File: config.mk
export PLATFORM = sky130hd
export DESIGN_NAME = mux2_rr_arbiter
export DESIGN_NICKNAME = d
export VERILOG_FILES = /design/src/rtl/mux2_arb_pkg.sv /design/src/rtl/rr_pick2.sv /design/src/rtl/mux2_rr_arbiter.sv
export SDC_FILE = /design/constraint.sdc
export NUM_CORES = 1
export LEC_CHECK = 0
export ABC_AREA = 1
export BUFFER_PORTS_ARGS = -buffer_cell sky130_fd_sc_hd__buf_4
export CORE_AREA = 2 2 39 41
export DETAILED_ROUTE_END_ITERATION = 12
export DIE_AREA = 0 0 41 43
export SLEW_MARGIN = 25
export SYNTH_ARGS = -nofsm -noshare
export SYNTH_HDL_FRONTEND = slang
export SYNTH_SLANG_ARGS = --single-unit
export TNS_END_PERCENT = 50
File: constraint.sdc
create_clock -name clk -period 1.7 [get_ports clk]
set_input_delay 0.17 -clock clk [delete_from_list [all_inputs] [get_ports clk]]
set_output_delay 0.17 -clock clk [all_outputs]
set_load 0.005 [all_outputs]
File: src/rtl/mux2_arb_pkg.sv
// Shared types and constants for the two-requester round-robin output mux.
package mux2_arb_pkg;

    // IDLE: output register empty; FULL: output register holds an unconsumed word.
    typedef enum logic {
        IDLE = 1'b0,
        FULL = 1'b1
    } arb_state_t;

    // Requester identifiers, as seen on selOut and stored in lastGnt.
    localparam logic SRC_A = 1'b0;
    localparam logic SRC_B = 1'b1;

endpackage

File: src/rtl/rr_pick2.sv
// Two-way round-robin picker. Purely combinational; grants at most one
// requester, and only while en is high. On contention the requester that
// did not win last time is chosen.
import mux2_arb_pkg::*;

module rr_pick2 (
    input  logic reqA,
    input  logic reqB,
    input  logic lastGnt,
    input  logic en,
    output logic gntA,
    output logic gntB
);

    // Grant selection: single request wins outright, contention alternates.
    always_comb begin
        gntA = 1'b0;
        gntB = 1'b0;
        if (en) begin
            if (reqA && reqB) begin
                if (lastGnt == SRC_A) begin
                    gntB = 1'b1;
                end else begin
                    gntA = 1'b1;
                end
            end else if (reqA) begin
                gntA = 1'b1;
            end else if (reqB) begin
                gntB = 1'b1;
            end else begin
                gntA = 1'b0;
                gntB = 1'b0;
            end
        end else begin
            gntA = 1'b0;
            gntB = 1'b0;
        end
    end

endmodule

File: src/rtl/mux2_rr_arbiter.sv
// Shares one registered W-bit output between requesters A and B using
// req/gnt handshakes on the input side and valid/ready on the output side.
// A new word may be loaded in the same cycle the current one is accepted,
// so back-to-back traffic runs at one word per cycle.
import mux2_arb_pkg::*;

module mux2_rr_arbiter #(
    parameter int W = 4
) (
    input  logic         clk,
    input  logic         rst,
    input  logic         reqA,
    input  logic [W-1:0] dA,
    output logic         gntA,
    input  logic         reqB,
    input  logic [W-1:0] dB,
    output logic         gntB,
    output logic         outValid,
    input  logic         outReady,
    output logic [W-1:0] muxOUT,
    output logic         selOut
);

    arb_state_t state_r;
    arb_state_t state_nxt_s;
    logic       last_gnt_r;
    logic       can_load_s;
    logic       pick_en_s;
    logic       gnt_any_s;

    // The output register is free when empty or when its word leaves this cycle.
    assign can_load_s = (state_r == IDLE) || outReady;
    // Grants are suppressed while reset is asserted so nothing is captured.
    assign pick_en_s  = can_load_s && !rst;
    assign gnt_any_s  = gntA || gntB;
    assign outValid   = (state_r == FULL);

    rr_pick2 u_pick (
        .reqA    (reqA),
        .reqB    (reqB),
        .lastGnt (last_gnt_r),
        .en      (pick_en_s),
        .gntA    (gntA),
        .gntB    (gntB)
    );

    // State register.
    always_ff @(posedge clk) begin
        if (rst) begin
            state_r <= IDLE;
        end else begin
            state_r <= state_nxt_s;
        end
    end

    // Next-state: any grant fills the register; a free slot with no grant empties it.
    always_comb begin
        state_nxt_s = state_r;
        case (state_r)
            IDLE: begin
                if (gnt_any_s) begin
                    state_nxt_s = FULL;
                end else begin
                    state_nxt_s = IDLE;
                end
            end
            FULL: begin
                if (gnt_any_s) begin
                    state_nxt_s = FULL;
                end else if (outReady) begin
                    state_nxt_s = IDLE;
                end else begin
                    state_nxt_s = FULL;
                end
            end
            default: begin
                state_nxt_s = IDLE;
            end
        endcase
    end

    // Output word, its source and the round-robin history update only on a grant.
    // lastGnt resets to B so that A wins the first contention.
    always_ff @(posedge clk) begin
        if (rst) begin
            muxOUT     <= {W{1'b0}};
            selOut     <= SRC_A;
            last_gnt_r <= SRC_B;
        end else if (gntA) begin
            muxOUT     <= dA;
            selOut     <= SRC_A;
            last_gnt_r <= SRC_A;
        end else if (gntB) begin
            muxOUT     <= dB;
            selOut     <= SRC_B;
            last_gnt_r <= SRC_B;
        end else begin
            muxOUT     <= muxOUT;
            selOut     <= selOut;
            last_gnt_r <= last_gnt_r;
        end
    end

endmodule

-- Yosys cells after proc, flatten, opt, wreduce, memory -nomap -nowiden
Index checks and enable logic that the tools add are counted.
- mux-type cells: 17
- reduce and logical (&&, ||, !) cells: 7
- bitwise operators: 1
- operators with widths (operator ; number):
    $mux W1 ; 14
    $mux W4 ; 2
    $logic_and A1 B1 Y1 ; 2
    $logic_or A1 B1 Y1 ; 2
    $pmux W1 S2 ; 1
    $reduce_bool A2 Y1 ; 1
    $reduce_or A2 Y1 ; 1
    $logic_not A1 Y1 ; 1
    $not A1 Y1 ; 1
- register bits after elaboration: 7
- logic and storage cells: 29
- input port bits: 13

-- Depth between registers and ports, before layout
- word-level depth: 7
- mapped depth: 8
- gate-level depth less buffers: 7

-- By module
From an unflattened synthesis, not the netlist that was laid out.
- cell total of the unflattened synthesis: 47
- area, all modules: 310.3 sq um
- by module, submodules not included (module ; instances ; cells an instance ; seq. area each (sq um) ; area each (sq um)):
    mux2_rr_arbiter ; 1 ; 42 ; 140.1 ; 289.0
    rr_pick2 ; 1 ; 5 ; 0.0 ; 21.3

-- Worst setup path before layout
No wires, ideal clock.
- kind: register to register
- start point: register last_gnt_r
- end point: register muxOUT[2]
- period minus slack after synthesis: 1009 ps
- arrival time: 897 ps
- setup slack: 691 ps
- data required time: 1589 ps
- cell stages (with the launch flop): 9
- setup time: 111 ps
- cells stage by stage: dfxtp_1 -> inv_2 -> a21oi_2 -> nand2_2 -> buf_6 -> nand2_1 -> nand2_1 -> nor2_1 -> nor2_1
- word-level cells in the longest chain between the ends: 4
- elaborated cells on any way between the ends: 8
- those cells by class: mux (7); reduce/logical (1)
- RTL lines (what ; RTL line ; source):
    start: declaration ; mux2_rr_arbiter.sv:26 ; logic last_gnt_r;
    start signal: assignment ; mux2_rr_arbiter.sv:100 ; last_gnt_r <= last_gnt_r;
    $mux W1 ; rr_pick2.sv:21 ; if (lastGnt == SRC_A) begin
    $mux W1 ; rr_pick2.sv:20 ; if (reqA && reqB) begin
    $mux W1 ; rr_pick2.sv:19 ; if (en) begin
    $mux W4 / $reduce_bool A2 Y1 (equally long branches) ; n/a ;
    end signal: assignment ; mux2_rr_arbiter.sv:86 ; muxOUT <= {W{1'b0}};
    end signal: assignment ; mux2_rr_arbiter.sv:98 ; muxOUT <= muxOUT;
    end: declaration ; mux2_rr_arbiter.sv:20 ; output logic [W-1:0] muxOUT,
Parallel ways exist; a longest one is shown, timed or not.
A chain may end at the register's enable or synchronous reset.

-- Worst setup path after layout
- start point: register last_gnt_r
- end point: output port gntA
- word-level cells in the longest chain between the ends: 3
- RTL lines (what ; RTL line ; source):
    $mux W1 ; rr_pick2.sv:21 ;
    $mux W1 ; rr_pick2.sv:20 ;
    $mux W1 ; rr_pick2.sv:19 ;
    end: declaration ; mux2_rr_arbiter.sv:14 ; output logic gntA,
Every way passes these cells.

==> out/results.tsv <==
stage	metric	value	unit
synthesis	Synth top area share	35.56	%
power_and_ir_drop	PwrDens	796.2	nW/um^2
synthesis	largest family of logic cells by synthesized area	simple AND/OR/NAND/NOR gates	
grt	GRT met3 Usage	3.141	%
synthesis	Cell Area, Synth	394.1	um^2
clock_network	Hold Buf Count CTS	0	
clock_network	clock slew at reported path FFs	60	ps
die	core area	1384	um^2
grt	met1 Use GR	17.68	%
synthesis	Synth Register Bits	7	
routing	ANT nets after route	0	
run	Max Cap Viol	0	
routing	DRT Pass-1 Iters	1	
grt	GRT busiest layer	met2	
clock_network	postcts setup bufs	0	
worst_setup_path	setup slack, reg-to-reg	590	ps
worst_setup_path	CP most frequent cell	inv_2	
clock_network	cts bufs inserted	3	
routing	number of DRC markers in iteration 0	0	
finish	Core Util, Final	41.86	%
grt	met2 usage	18.75	%
worst_setup_path	Setup crit end kind	output pin	
worst_setup_path	Startpoint Class	flop	
timing	# setup viols final	0	
power_and_ir_drop	Tot Pwr	461.3	uW
die	Row Count	14	
die	die area	1763	um^2
power_and_ir_drop	Clock power frac	33.5	%
routing	total number of vias	433	
clock_network	Clock Sinks	7	
status	status	complete, no violations	
timing	Tcrit/Tclk final	80.21	%
power_and_ir_drop	Net Sw Frac	27.99	%
clock_network	clock tree buffer depth	2	
worst_setup_path	critical path depth	5	
synthesis	Synth Area per Inst	6.461	um^2
synthesis	simple-gate share of the synthesized area	43.17	%
die	Top Ports	21	
worst_setup_path	Critical Path RT	1530	ps
timing	fmax	733.4	MHz
worst_hold_path	HP Class	primary input to flop	
grt	largest net degree at the start of global routing	14	
finish	Area Overhead vs Synth	46.98	%
power_and_ir_drop	Reg power frac	40.9	%
worst_setup_path	critical path's top delay family	flip-flops	
synthesis	Post-Synth Adder-Cell Area	0	%
routing	DRC	0	
synthesis	Yosys cell types	13	
worst_setup_path	WP buf/inv	3	
worst_setup_path	CP endpoint	gntA	
synthesis	post-synthesis compound-gate area fraction	8.889	%
synthesis	register area share after synthesis	35.56	%
timing	Slew @ Worst Pin	246.1	ps
die	Die Y-Extent	43	um
timing	Setup TNS	0	ps
finish	nets	98	
synthesis	post-synthesis mux area share	0	%
routing	wirelength, routed	912	um
grt	grt ovf	0	
timing	Slew headroom	83.53	%
worst_setup_path	arrival time worst endpoint	1190	ps
synthesis	Post-Synth XOR/XNOR Area	0	%
power_and_ir_drop	P_int	332.1	uW
placed_design	GPL Wtd Cong	0.7662	
grt	initial antenna violation count	0	
synthesis	EDFF count, synth	0	
power_and_ir_drop	Max VDD drop	0.2858	mV
synthesis	most instantiated cells after synthesis	nand2_1 (18), nor2_1 (13), dfxtp_1 (7)	
placed_design	I/O Buffers	20	
routing	via count normalized by instance count	4.330	
power_and_ir_drop	combinational power share	25.6	%
timing	post-route minimum period	1364	ps
clock_network	clock tree root driver cell	clkbuf_4	
routing	WL/cell	9.120	um
synthesis	post-synthesis async set-or-reset flop share	0	%
timing	RSZ-0062 raised after global routing	false	
power_and_ir_drop	Switch Pwr	129.1	uW
placed_design	Post-DP HPWL	710.6	um
finish	share of cells above drive strength 1	36.90	%
synthesis	leading area contributor after synthesis	dfxtp_1	
worst_setup_path	critical path class	flop to output pin	
worst_setup_path	reg2reg end	muxOUT[0]$_SDFFE_PP0P_	
worst_setup_path	slowest stage delay, CP	340	ps
worst_setup_path	critical path cell sequence	inv_2 -> a21oi_2 -> nand2_2 -> inv_2 -> buf_4	
timing	Fin. Hold Viols	0	
synthesis	Mapped Cells	61	
synthesis	Post-synth top flop	dfxtp_1	
worst_setup_path	CP Max Fanout	13	
die	Die W	41	um
worst_setup_path	r2r startpoint	last_gnt_r$_SDFFE_PP1P_	
grt	first-pass GRT wire length	1600	um
synthesis	YS warnings	0	
grt	GRT Util Overall	13.35	%
synthesis	Synth area leaders	dfxtp_1 (36%), nand2_1 (17%), nor2_1 (12%)	
worst_setup_path	R2R cell count	7	
finish	Antenna diodes	0	
synthesis	syn_nets	74	
clock_network	Clock Latency Late Sink	250	ps
synthesis	cell with the most instances after synthesis	nand2_1	
worst_setup_path	slowest cell on the critical path	dfxtp_1	
die	starting density of the core	28.48	%
power_and_ir_drop	LEAKAGE	0.0003346	uW
clock_network	Post-CTS Resized	0	
timing	final slew viol count	0	
grt	via count of the first global-routing pass	423	
clock_network	CTS tree	done	
clock_network	H-tree depth reported by CTS	1	
worst_setup_path	origin of the worst setup path	last_gnt_r$_SDFFE_PP1P_	
timing	Max Clock Skew	9.776	ps
cell type report:
type                            instances  area (um^2)
Clock buffer                            4        26.28
Fill cell                             153        804.5
Inverter                               10        37.54
Multi-Input combinational cell         43        205.2
Sequential cell                         7        140.1
Tap cell                               16        20.02
Timing Repair Buffer                   20        150.1
worst register-to-register path, delay by kind of cell (launching register included):
family / cells / cell delay, ps
compound gates: 1 / 140
flops: 1 / 340
buf+inv: 1 / 50
simple gates: 5 / 460
placed cells by master (no fill, tap or decap):
master,count
buf_4,20
nand2_1,18
nor2_1,13
dfxtp_1,7
inv_1,6
inv_2,4
nand3b_1,4
clkbuf_4,3
a21oi_2,2
a31oi_1,2
nand4_2,1
a21oi_1,1
nand2_2,1
nor3_1,1
clkbuf_1,1
cells by family after synthesis:
group | after synthesis
flops | 7
buf+inv | 11
compound gates | 5
simple gates | 38
flip-flops by register name, summed over array words and instances, names as in the netlist:
name	count
outValid	1
last_gnt_r	1
muxOUT	4
selOut	1
how the worst min path moves through the flow:
stage / start / endpoint / slack [ps] / cells past startpoint
2_1_floorplan: rst / outValid$_SDFF_PP0_ / 240 / 1
3_3_place_gp: rst / outValid$_SDFF_PP0_ / 370 / 2
3_5_place_dp: rst / outValid$_SDFF_PP0_ / 370 / 2
4_1_cts: rst / outValid$_SDFF_PP0_ / 100 / 2
5_1_grt: rst / outValid$_SDFF_PP0_ / 110 / 2
6_report: rst / outValid$_SDFF_PP0_ / 100 / 2
power groups by stage:
stage	clock network [uW]	logic, uW	registers [uW]
3_5_place_dp	0	119	192
3_3_place_gp	0	118	192
4_1_cts	157	119	189
2_1_floorplan	0	63.5	192
5_1_grt	165	136	191
6_report	154	118	189
metal layers:
metal | vias up | wire [um] | share of wire [%]
li1 | 232 | - | -
met1 | 187 | 429 | 47
met2 | 12 | 412 | 45
met3 | 2 | 62 | 6.8
met4 | 0 | 8 | 0.88
met5 | - | 0 | 0
metrics by stage:
step / hold WS (ps) / cells / instance area, um^2 / worst slack [ps]
finish: 103.7 / 100 / 579.3 / 336.5
global route: 110.0 / 100 / 579.3 / 222.2
CTS: 103.9 / 100 / 579.3 / 334.2
detailed placement: 372.0 / 96 / 553.0 / 600.2
global placement: 372.6 / 96 / 553.0 / 612.0
floorplan: 239.4 / 61 / 394.1 / 691.5
Power figures use the tool's default switching activity.
